## config.mk

```make
export PLATFORM = sky130hd
export DESIGN_NAME = updown_count_sequencer
export DESIGN_NICKNAME = d
export VERILOG_FILES = /design/src/rtl/updown_count_sequencer_pkg.sv /design/src/rtl/updown_count_sequencer_core.sv /design/src/rtl/updown_count_sequencer.sv
export SDC_FILE = /design/constraint.sdc
export NUM_CORES = 1
export LEC_CHECK = 0
export BUFFER_PORTS_ARGS = -buffer_cell sky130_fd_sc_hd__buf_4
export CAP_MARGIN = 20
export CORE_AREA = 8 8 75 142
export CTS_BUF_LIST = sky130_fd_sc_hd__clkbuf_8
export CTS_CLUSTER_SIZE = 28
export DETAILED_ROUTE_END_ITERATION = 12
export DIE_AREA = 0 0 83 150
export GPL_ROUTABILITY_DRIVEN = 0
export GPL_TIMING_DRIVEN = 1
export PLACE_DENSITY = 0.6
export REMOVE_ABC_BUFFERS = 1
export SLEW_MARGIN = 20
export SYNTH_ARGS = -nofsm -noshare
export SYNTH_HDL_FRONTEND = slang
export SYNTH_SLANG_ARGS = --single-unit
```

## constraint.sdc

```tcl
create_clock -name clk -period 2.5 [get_ports clk]
set_input_delay 0 -clock clk [delete_from_list [all_inputs] [get_ports clk]]
set_output_delay 0 -clock clk [all_outputs]
set_load 0.005 [all_outputs]
```

## src/rtl/updown_count_sequencer_pkg.sv

```systemverilog
// ---------------------------------------------------------------------------
// updown_count_sequencer_pkg
//   Shared encodings for the up/down count sequencer and its counter core.
//   - mode_t  : run mode as presented on the mode input (UP, DOWN, BOUNCE,
//               and the reserved code that a start request rejects)
//   - state_t : sequencer run-control states
// ---------------------------------------------------------------------------
package updown_count_sequencer_pkg;

   typedef enum logic [1:0] {
      MODE_UP     = 2'd0,
      MODE_DOWN   = 2'd1,
      MODE_BOUNCE = 2'd2,
      MODE_RSVD   = 2'd3
   } mode_t;

   typedef enum logic [1:0] {
      ST_IDLE  = 2'd0,
      ST_RUN   = 2'd1,
      ST_PAUSE = 2'd2
   } state_t;

endpackage

```

## src/rtl/updown_count_sequencer_core.sv

```systemverilog
// ---------------------------------------------------------------------------
// updown_counter_core
//   WIDTH-bit binary up/down counter register. Load has priority over count.
//   Ports:
//     clk      in  system clock
//     rst      in  synchronous active-high reset (q -> 0)
//     load     in  load load_val this cycle
//     load_val in  value to load
//     en       in  step the counter this cycle
//     up       in  step direction, 1 = +1, 0 = -1
//     q        out counter value
// ---------------------------------------------------------------------------
module updown_counter_core #(
   parameter int WIDTH = 4
) (
   input  logic             clk,
   input  logic             rst,
   input  logic             load,
   input  logic [WIDTH-1:0] load_val,
   input  logic             en,
   input  logic             up,
   output logic [WIDTH-1:0] q
);

   // NOTE: state registers use non-blocking assignments so every flop samples
   // pre-edge values regardless of block evaluation order.
   always_ff @(posedge clk) begin
      if (rst) begin
         q <= '0;
      end else if (load) begin
         q <= load_val;
      end else if (en) begin
         q <= up ? q + WIDTH'(1) : q - WIDTH'(1);
      end
   end

endmodule

```

## src/rtl/updown_count_sequencer.sv

```systemverilog
// ---------------------------------------------------------------------------
// updown_count_sequencer
//   Run-control front end for an up/down counter. A start request latches the
//   window [lo,hi], mode and tick divider, then the counter steps once per
//   divided tick, stopping (UP/DOWN) or reversing (BOUNCE) at window edges.
//   Ports:
//     clk, rst         system clock, synchronous active-high reset
//     start            1-cycle run request (ignored while busy or with stop)
//     stop             abort level, sampled each cycle
//     pause            freeze level for counter and divider
//     mode, lo, hi, div run configuration, sampled only on an accepted start
//     q, dir           counter value and current direction (1 = up)
//     busy             high in RUN or PAUSE
//     done, tc, err    1-cycle pulses: run finished, bounce reversal,
//                      start rejected
// ---------------------------------------------------------------------------
module updown_count_sequencer
   import updown_count_sequencer_pkg::*;
#(
   parameter int WIDTH   = 4,
   parameter int PRESC_W = 23
) (
   input  logic               clk,
   input  logic               rst,
   input  logic               start,
   input  logic               stop,
   input  logic               pause,
   input  logic [1:0]         mode,
   input  logic [WIDTH-1:0]   lo,
   input  logic [WIDTH-1:0]   hi,
   input  logic [PRESC_W-1:0] div,
   output logic [WIDTH-1:0]   q,
   output logic               dir,
   output logic               busy,
   output logic               done,
   output logic               tc,
   output logic               err
);

   state_t               state;
   mode_t                mode_l;
   logic [WIDTH-1:0]     lo_l;
   logic [WIDTH-1:0]     hi_l;
   logic [PRESC_W-1:0]   div_l;
   logic [PRESC_W-1:0]   divider;

   logic                 tick;
   logic                 cfg_ok;
   logic                 at_end;
   logic                 flip;
   logic                 cnt_load;
   logic [WIDTH-1:0]     cnt_val;
   logic                 cnt_en;
   logic                 cnt_up;

   // Window/tick decode and counter control.
   // NOTE: every signal driven here gets a default first so no path leaves it
   // unassigned and no latch is inferred.
   always_comb begin
      tick     = (state == ST_RUN) && (divider == div_l);
      cfg_ok   = (lo <= hi) && (mode_t'(mode) != MODE_RSVD);
      at_end   = ((mode_l == MODE_UP)   && (q == hi_l)) ||
                 ((mode_l == MODE_DOWN) && (q == lo_l));
      flip     = (mode_l == MODE_BOUNCE) &&
                 ((dir && (q == hi_l)) || (!dir && (q == lo_l)));
      cnt_load = 1'b0;
      cnt_val  = lo;
      cnt_en   = 1'b0;
      cnt_up   = dir;

      if ((state == ST_IDLE) && start && !stop && cfg_ok) begin
         cnt_load = 1'b1;
         cnt_val  = (mode_t'(mode) == MODE_DOWN) ? hi : lo;
      end else if (tick && !stop && !at_end) begin
         // A degenerate window (lo==hi) still reverses, but q must not move.
         cnt_en = !(flip && (lo_l == hi_l));
         cnt_up = flip ? !dir : dir;
      end
   end

   updown_counter_core #(.WIDTH(WIDTH)) u_core (
      .clk      (clk),
      .rst      (rst),
      .load     (cnt_load),
      .load_val (cnt_val),
      .en       (cnt_en),
      .up       (cnt_up),
      .q        (q)
   );

   // Run-control FSM with registered status outputs.
   always_ff @(posedge clk) begin
      if (rst) begin
         state   <= ST_IDLE;
         mode_l  <= MODE_UP;
         lo_l    <= '0;
         hi_l    <= '0;
         div_l   <= '0;
         divider <= '0;
         dir     <= 1'b1;
         busy    <= 1'b0;
         done    <= 1'b0;
         tc      <= 1'b0;
         err     <= 1'b0;
      end else begin
         done <= 1'b0;
         tc   <= 1'b0;
         err  <= 1'b0;
         case (state)
            ST_IDLE: begin
               if (start && !stop) begin
                  if (!cfg_ok) begin
                     err <= 1'b1;
                  end else begin
                     state   <= ST_RUN;
                     busy    <= 1'b1;
                     mode_l  <= mode_t'(mode);
                     lo_l    <= lo;
                     hi_l    <= hi;
                     div_l   <= div;
                     divider <= '0;
                     dir     <= (mode_t'(mode) != MODE_DOWN);
                  end
               end
            end
            ST_RUN: begin
               if (stop) begin
                  state <= ST_IDLE;
                  busy  <= 1'b0;
               end else begin
                  divider <= tick ? '0 : divider + PRESC_W'(1);
                  if (tick && at_end) begin
                     state <= ST_IDLE;
                     busy  <= 1'b0;
                     done  <= 1'b1;
                  end else begin
                     if (tick && flip) begin
                        dir <= !dir;
                        tc  <= 1'b1;
                     end
                     if (pause) state <= ST_PAUSE;
                  end
               end
            end
            ST_PAUSE: begin
               if (stop) begin
                  state <= ST_IDLE;
                  busy  <= 1'b0;
               end else if (!pause) begin
                  state <= ST_RUN;
               end
            end
            default: begin
               state <= ST_IDLE;
               busy  <= 1'b0;
            end
         endcase
      end
   end

endmodule

```

==> results of run 1 <==
## sequential cells by signal, indices dropped and copies added (netlist names), 2 cells and up
register  count
state         2
hi_l          4
div_l        23
lo_l          4
u_core.q      4
divider      23
mode_l        2
## logic make-up (layout without fill, tap and decap cells)
kind of cell / count (synthesis) / in the layout / share of synthesized area [%]
AO/OA/AOI/OAI: 79 / 79 / 13.60
AND/OR/NAND/NOR: 189 / 189 / 27.57
multiplexers: 4 / 4 / 1.170
buffers and inverters: 25 / 169 / 3.217
XOR/XNOR: 51 / 51 / 13.05
adder cells (fa/ha/maj): 6 / 6 / 2.194
flip-flops: 67 / 67 / 39.20
## timing repair
| item | CTS | global route |
|---|---|---|
| buffers inserted | 8 | 3 |
| pin swaps | 9 | 5 |
| endpoints found under the hold margin | 33 | 0 |
| resized for setup | 20 | 7 |
| setup endpoints to repair | 3 | 4 |
| hold buffers | 32 | 0 |
## final timing paths
check                           startpoint                  endpoint  slack, ps  cells after the start
setup / recovery  divider[14]$_SDFFE_PP0P_  u_core.q[2]$_SDFFE_PP0P_       -120                     12
hold / removal                       lo[1]      lo_l[1]$_SDFFE_PP0P_         30                      4
hold reg to reg      div_l[2]$_SDFFE_PP0P_     div_l[2]$_SDFFE_PP0P_        470                      2
setup reg to reg  divider[14]$_SDFFE_PP0P_  u_core.q[2]$_SDFFE_PP0P_       -120                     12
## layout make-up
type	instances	area share, %
Clock inverter	5	0.4557
Sequential cell	67	27.34
Timing Repair Buffer	149	24.33
Tap cell	102	2.582
Multi-Input combinational cell	329	42.13
Inverter	5	0.3797
Clock buffer	10	2.785
## tightest hold or removal path, delay by kind of cell
family | cells | cell delay, ps
simple gates | 1 | 40
compound gates | 1 | 120
buf+inv | 2 | 180
## stage by stage
stage          setup slack (ps)  util (%)  std cells
5_1_grt                  -262.4     55.59        667
3_5_place_dp             -266.0     47.91        609
4_1_cts                  -156.7     54.98        664
6_report                 -124.5     55.59        667
2_1_floorplan             -1837         -        401
3_3_place_gp             -239.8     47.91        609
## placed cells by master (no fill, tap or decap), types with 9 or more instances in the layout
| cell type | instances |
|---|---|
| sky130_fd_sc_hd__and3_1 | 9 |
| sky130_fd_sc_hd__xnor2_2 | 9 |
| sky130_fd_sc_hd__xnor2_1 | 27 |
| sky130_fd_sc_hd__buf_4 | 116 |
| sky130_fd_sc_hd__nand2_1 | 81 |
| sky130_fd_sc_hd__nand4_1 | 10 |
| sky130_fd_sc_hd__nor2_1 | 32 |
| sky130_fd_sc_hd__dlygate4sd3_1 | 32 |
| sky130_fd_sc_hd__xor2_1 | 15 |
| sky130_fd_sc_hd__a21oi_1 | 47 |
| sky130_fd_sc_hd__o21ai_0 | 12 |
| sky130_fd_sc_hd__nor3_1 | 9 |
| sky130_fd_sc_hd__dfxtp_1 | 59 |
| sky130_fd_sc_hd__clkbuf_8 | 10 |
## routing by layer
metal | up-vias | global-route usage, %
li1 | 1726 | -
met1 | 1623 | 13.61
met2 | 77 | 31.56
met3 | 35 | 4.087
met4 | 0 | 10.71
met5 | - | 0
## report_power, final
| part | internal, uW | leakage, uW | switching (uW) | total, uW |
|---|---|---|---|---|
| Sequential | 1110 | 0.000546 | 33.5 | 1140 |
| Combinational | 275 | 0.00143 | 263 | 538 |
| Clock | 369 | 0.0000943 | 404 | 773 |
==> metrics.log, run 1 <==
INFO  metric yosysMostFrequentCell = sky130_fd_sc_hd__nand2_1
INFO  metric clock_tree_from_tritoncts = yes
INFO  metric root_buffer = sky130_fd_sc_hd__clkbuf_8
INFO  metric finalNetCount = 605
INFO  metric fin_ws = -124.5 ps
INFO  metric clock.fmax = 381.0 MHz
INFO  metric critical_path.top_delay_family = simple AND/OR/NAND/NOR gates
INFO  metric final-hold-violation-count = 0
INFO  metric ys_seq_elements = 67
INFO  metric antenna_left = 0
INFO  metric post-route-period-util = 105.0%
INFO  metric h_tree_level_count = 3
INFO  metric yosys_warning_total = 0
INFO  metric critPathMostFrequentCell = sky130_fd_sc_hd__xnor2_1
INFO  metric criticalPathCategory = reg2reg
INFO  metric grt-ovfl-total = 0
INFO  metric first_global_vias = 3,459
INFO  metric top_layer_used = met4
INFO  metric routed_length_per_instance = 15.16 um
INFO  metric number_of_max_cap_violations = 0
INFO  metric placement_rows = 49
INFO  metric drt_pre_antenna_iters = 5
INFO  metric grt_start_max_net_pins = 49
INFO  metric multiInputGateArea = ~0.0021 sq mm
INFO  metric regArea = between 0.001 and 0.0015 sq mm
INFO  metric met1Wirelength = 3377 um
INFO  metric coreArea = 0.008890 sq mm
INFO  metric cts-buffers-inserted = 9
INFO  metric worst-endpoint-arrival = approximately 2900 ps
INFO  metric final_area = 0.004942 sq mm
INFO  metric global_route_usage_over_all_layers = approximately 16%
INFO  metric yosysUniqueCellTypes = a little under 50
INFO  metric dr_wl_met3 = about 380 um
INFO  metric critical_path_data_required_time = between 2000 and 3000 ps
INFO  metric static-leakage-power = 0.002068 uW
INFO  metric grt_first_pass_wirelength = 16,020 um
INFO  metric antenna-diode-count = 0
INFO  metric timing.final.setup_violations = 2
INFO  metric drt_first_iter_violations = 161
INFO  metric grt_setup_unrepaired = yes
INFO  metric place_area = about 0.0043 sq mm
INFO  metric final.hold.worst_slack = 27.53 ps
INFO  metric finalWorstPathRequiredPeriod = 2625 ps
INFO  metric end_kind = register
INFO  metric max_slew_margin = 65.29%
INFO  metric timing.final.max_slew_violations = 0
INFO  metric mappedNetlistArea = around 0.0034 sq mm
INFO  metric worst_min_delay_path_category = in2reg
INFO  metric place.detailed.hpwl = roughly 7500 um
INFO  metric worstPathCellList = xnor2_1, nand4_1, nor4_1, nand3_1, nor4_2, xnor2_1, xor2_1, ha_2, nor2_1, mux2i_1, or3_1, a311oi_2
INFO  metric dieWidth = ~83 um
INFO  metric max-vdd-ir-drop = 0.3331 mV
INFO  metric syn2layout_area_growth = 44.42%
INFO  metric worst-path-buf-inv = 0
INFO  metric post_drt_via_cell_ratio = slightly above 5
INFO  metric synth_enable_flop_cells = 0
INFO  metric crit_fanout = 2
INFO  metric synth_ff_type = sky130_fd_sc_hd__dfxtp_1
INFO  metric failing_checks = negative setup slack
INFO  metric fillerInstances = 790
INFO  metric synth_area_per_cell = 8.128 sq um
INFO  metric largest_stage_delay_on_the_critical_path = around 330 ps
INFO  metric clock_latency = 350 ps
INFO  metric floorplan.initialDensity = 38.49%
INFO  metric cts.clk_slew.worst_paths = around 70 ps
INFO  metric synth.area.top_cells = sky130_fd_sc_hd__dfxtp_1 39%, sky130_fd_sc_hd__xnor2_1 9.2%, sky130_fd_sc_hd__nand2_1 8.9%
INFO  metric placement.io_buffers = 46
INFO  metric cts_sinks = 67
INFO  metric seq_area_frac_synth = between 30% and 40%
INFO  metric dr_wl_met2 = 5876 um
INFO  metric final_layout_size_suffix_gt1_share = 29.03%
INFO  metric synth_top_cell_area_share = 39.20%
INFO  metric cellPowerDensity = just under 500 mW/mm^2
INFO  metric async_reset_ff_share = 0%
INFO  metric drc = 0
INFO  metric yosysTopAreaCell = sky130_fd_sc_hd__dfxtp_1
INFO  metric io-pin-count = 47
INFO  metric max_slew.worst_pin.slew = ~520 ps
INFO  metric cp-start-kind = register
INFO  metric clock_skew = 7.849 ps
INFO  metric num_vias = 3,461
INFO  metric synth.top_cells.by_count = 81 x sky130_fd_sc_hd__nand2_1, 67 x sky130_fd_sc_hd__dfxtp_1, 48 x sky130_fd_sc_hd__a21oi_1, 36 x sky130_fd_sc_hd__xnor2_1, 33 x sky130_fd_sc_hd__nor2_1
INFO  metric finalPower = around 2500 uW
INFO  metric finalSetupTns = -138.9 ps
INFO  metric totalWireLength = roughly 10,000 um
INFO  metric die_area = 0.01245 sq mm
INFO  metric clockBufferDepth = 2
INFO  metric grt_antenna_before_repair = 0
INFO  metric status = finished with violations
INFO  metric slowest_stage = sky130_fd_sc_hd__dfxtp_1
INFO  metric fp.dieH = 150 um
INFO  metric netlist_instances = 421
No activity file was read; power rests on OpenSTA's default activity.
==> inputs of run 2 (changes only) <==
==> constraint.sdc (replaced) <==
create_clock -name clk -period 2.5 [get_ports clk]
set_input_delay 0.125 -clock clk [delete_from_list [all_inputs] [get_ports clk]]
set_output_delay 0.125 -clock clk [all_outputs]
set_load 0.005 [all_outputs]
==> run 2 against run 1 <==
The run still ends with negative setup slack left; critical endpoint unchanged; design area fell by 8.8%; die area stayed put; global-route usage down 0.56 points; critical path type unchanged.
==> metrics.log, run 2 (synthesis results as in run 1) <==
INFO  metric status = finished with violations
INFO  metric failing_checks = negative setup slack
INFO  metric routed_length_per_instance = 15.71 um
INFO  metric io-pin-count = 47
INFO  metric final.hold.worst_slack = ~8 ps
INFO  metric finalNetCount = 561
INFO  metric number_of_max_cap_violations = 0
INFO  metric clock.fmax = roughly 370 MHz
INFO  metric grt_first_pass_wirelength = 15,290 um
INFO  metric syn2layout_area_growth = 31.70%
INFO  metric coreArea = 0.008890 sq mm
INFO  metric max-vdd-ir-drop = 0.3831 mV
INFO  metric cts.clk_slew.worst_paths = roughly 70 ps
INFO  metric final_cell_count_no_fill = 623
INFO  metric clock_skew = a little under 9 ps
INFO  metric placement_rows = 49
INFO  metric worst-path-buf-inv = 0
INFO  metric critical_path.top_delay_family = simple AND/OR/NAND/NOR gates
INFO  metric timing.final.setup_violations = 2
INFO  metric r2r_start = div_l[14]$_SDFFE_PP0P_
INFO  metric slowest_stage = sky130_fd_sc_hd__dfxtp_1
INFO  metric fp.dieH = 150 um
INFO  metric num_vias = between 3,000 and 4,000
INFO  metric most-common-layout-cells = 101 x sky130_fd_sc_hd__buf_4, 81 x sky130_fd_sc_hd__nand2_1, 63 x sky130_fd_sc_hd__dfxtp_1
INFO  metric max_slew_margin = ~65%
INFO  metric worst_min_delay_path_category = in2reg
INFO  metric cts_sinks = between 60 and 70
INFO  metric final_layout_size_suffix_gt1_share = 26.68%
INFO  metric dieWidth = 83 um
INFO  metric clock_latency = 350 ps
INFO  metric reg2reg_slack = -210 ps
INFO  metric worstRegToRegCells = 12
INFO  metric clock_tree_from_tritoncts = yes
INFO  metric regToRegEndpoint = u_core.q[2]$_SDFFE_PP0P_
INFO  metric timing.hold.worst.start = div[2]
INFO  metric first_global_vias = ~3,200
INFO  metric fin_ws = -209.1 ps
INFO  metric antenna-diode-count = 0
INFO  metric drc = 0
INFO  metric static-leakage-power = between 0.0015 and 0.002 uW
INFO  metric floorplan.initialDensity = between 30 and 40%
INFO  metric global_route_usage_over_all_layers = between 10% and 20%
INFO  metric cp_num_cells = 12
INFO  metric fillerInstances = 865
INFO  metric clockBufferDepth = 2
INFO  metric critical_path_data_required_time = 2770 ps
INFO  metric max_slew.worst_pin.slew = 527.5 ps
INFO  metric root_buffer = sky130_fd_sc_hd__clkbuf_8
INFO  metric final-hold-violation-count = 0
INFO  metric die_area = 0.01245 sq mm
INFO  metric regArea = 0.001346 sq mm
INFO  metric cellPowerDensity = 547.2 mW/mm^2
INFO  metric numPlacedInstances = 604
INFO  metric criticalPathCategory = reg2reg
INFO  metric post_drt_via_cell_ratio = slightly above 5
INFO  metric grt_setup_unrepaired = yes
INFO  metric antenna_left = 0
INFO  metric placement.io_buffers = 46
INFO  metric end_kind = register
INFO  metric cts-buffers-inserted = 9
INFO  metric grt_antenna_before_repair = 0
INFO  metric timing.final.max_slew_violations = 0
INFO  metric grt-ovfl-total = 0
INFO  metric multiInputGateArea = 0.002039 sq mm
INFO  metric critPathMostFrequentCell = sky130_fd_sc_hd__nor4_2
INFO  metric place.detailed.hpwl = 7545 um
INFO  metric cp-start-kind = register
INFO  metric h_tree_level_count = 3
INFO  metric worst-endpoint-arrival = 2980 ps
INFO  metric post-route-period-util = 108.4%
INFO  metric worstPathCellList = xnor2_2, nand4_1, nor4_2, nand3_1, nor4_2, xnor2_1, xor2_1, ha_1, nor2_1, mux2i_1, or3_1, a311oi_2
INFO  metric setup.worst_path.start = div_l[14]$_SDFFE_PP0P_
INFO  metric largest_stage_delay_on_the_critical_path = 410 ps
INFO  metric drt_first_iter_violations = roughly 160
INFO  metric critical_path.endpoint = u_core.q[2]$_SDFFE_PP0P_
INFO  metric finalWorstPathRequiredPeriod = about 2700 ps
INFO  metric grt_start_max_net_pins = 49
INFO  metric drt_pre_antenna_iters = 4
INFO  metric totalWireLength = about 9800 um
INFO  metric crit_fanout = 2
INFO  metric largest_registers_ranked_by_flip_flop_count = div_l x23, divider x23
INFO  metric final_common_cell = sky130_fd_sc_hd__buf_4
[run 2: power breakdown]
group	internal (uW)	leakage (uW)	switching, uW
registers	1110	0.000544	31.8
logic	222	0.00122	250
clock network	441	0.000103	416
total	1770	0.00187	697
[run 2: tightest hold or removal path: stages]
cell	delay, ps
sky130_fd_sc_hd__buf_4	110
sky130_fd_sc_hd__nand2_1	50
sky130_fd_sc_hd__a21oi_1	50
[run 2: worst min-delay path by stage]
stage,to,depth (start not counted),slack (ps)
CTS,div_l[2]$_SDFFE_PP0P_,3,2
detailed placement,div_l[9]$_SDFFE_PP0P_,3,380
finish,div_l[2]$_SDFFE_PP0P_,3,8
global placement,div_l[16]$_SDFFE_PP0P_,3,370
floorplan,u_core.q[2]$_SDFFE_PP0P_,1,190
global route,div_l[2]$_SDFFE_PP0P_,3,3
[run 2: stage by stage]
| step | instance area, sq um | worst slack, ps | util (%) | total power [uW] | setup TNS, ps |
|---|---|---|---|---|---|
| floorplan | 3331 | -1962 | - | 1392 | -29860 |
| global placement | 4222 | -310.4 | 47.49 | 1604 | -2956 |
| detailed placement | 4222 | -341.1 | 47.49 | 1611 | -3645 |
| CTS | 4466 | -184.9 | 50.23 | 2474 | -266.1 |
| global route | 4507 | -426.3 | 50.70 | 2588 | -885.6 |
| finish | 4507 | -209.1 | 50.70 | 2466 | -305.2 |
[run 2: cell type report]
cell class	instances	share of cell area, %
inverters	5	0.4164
multi-input cells	329	45.25
flip-flops and latches	67	29.87
well taps	102	2.832
clock inverters	6	1.138
clock buffers	9	2.748
repair buffers	105	17.74
[run 2: per-layer routing]
metal	routed length [um]	vias to the layer above	global-route usage [%]
li1	-	1641	-
met1	3480	1518	13.83
met2	5710	55	30.70
met3	274	24	3.651
met4	322	0	8.319
met5	0	-	0
[run 2: what timing repair did]
item / in CTS / in global routing
buffers inserted: 1 / 0
setup endpoints to repair: 3 / 9
endpoints found under the hold margin: 3 / 0
pin swaps: 2 / 3
resized for setup: 7 / 10
hold buffers: 3 / 0
cloned: 0 / 0
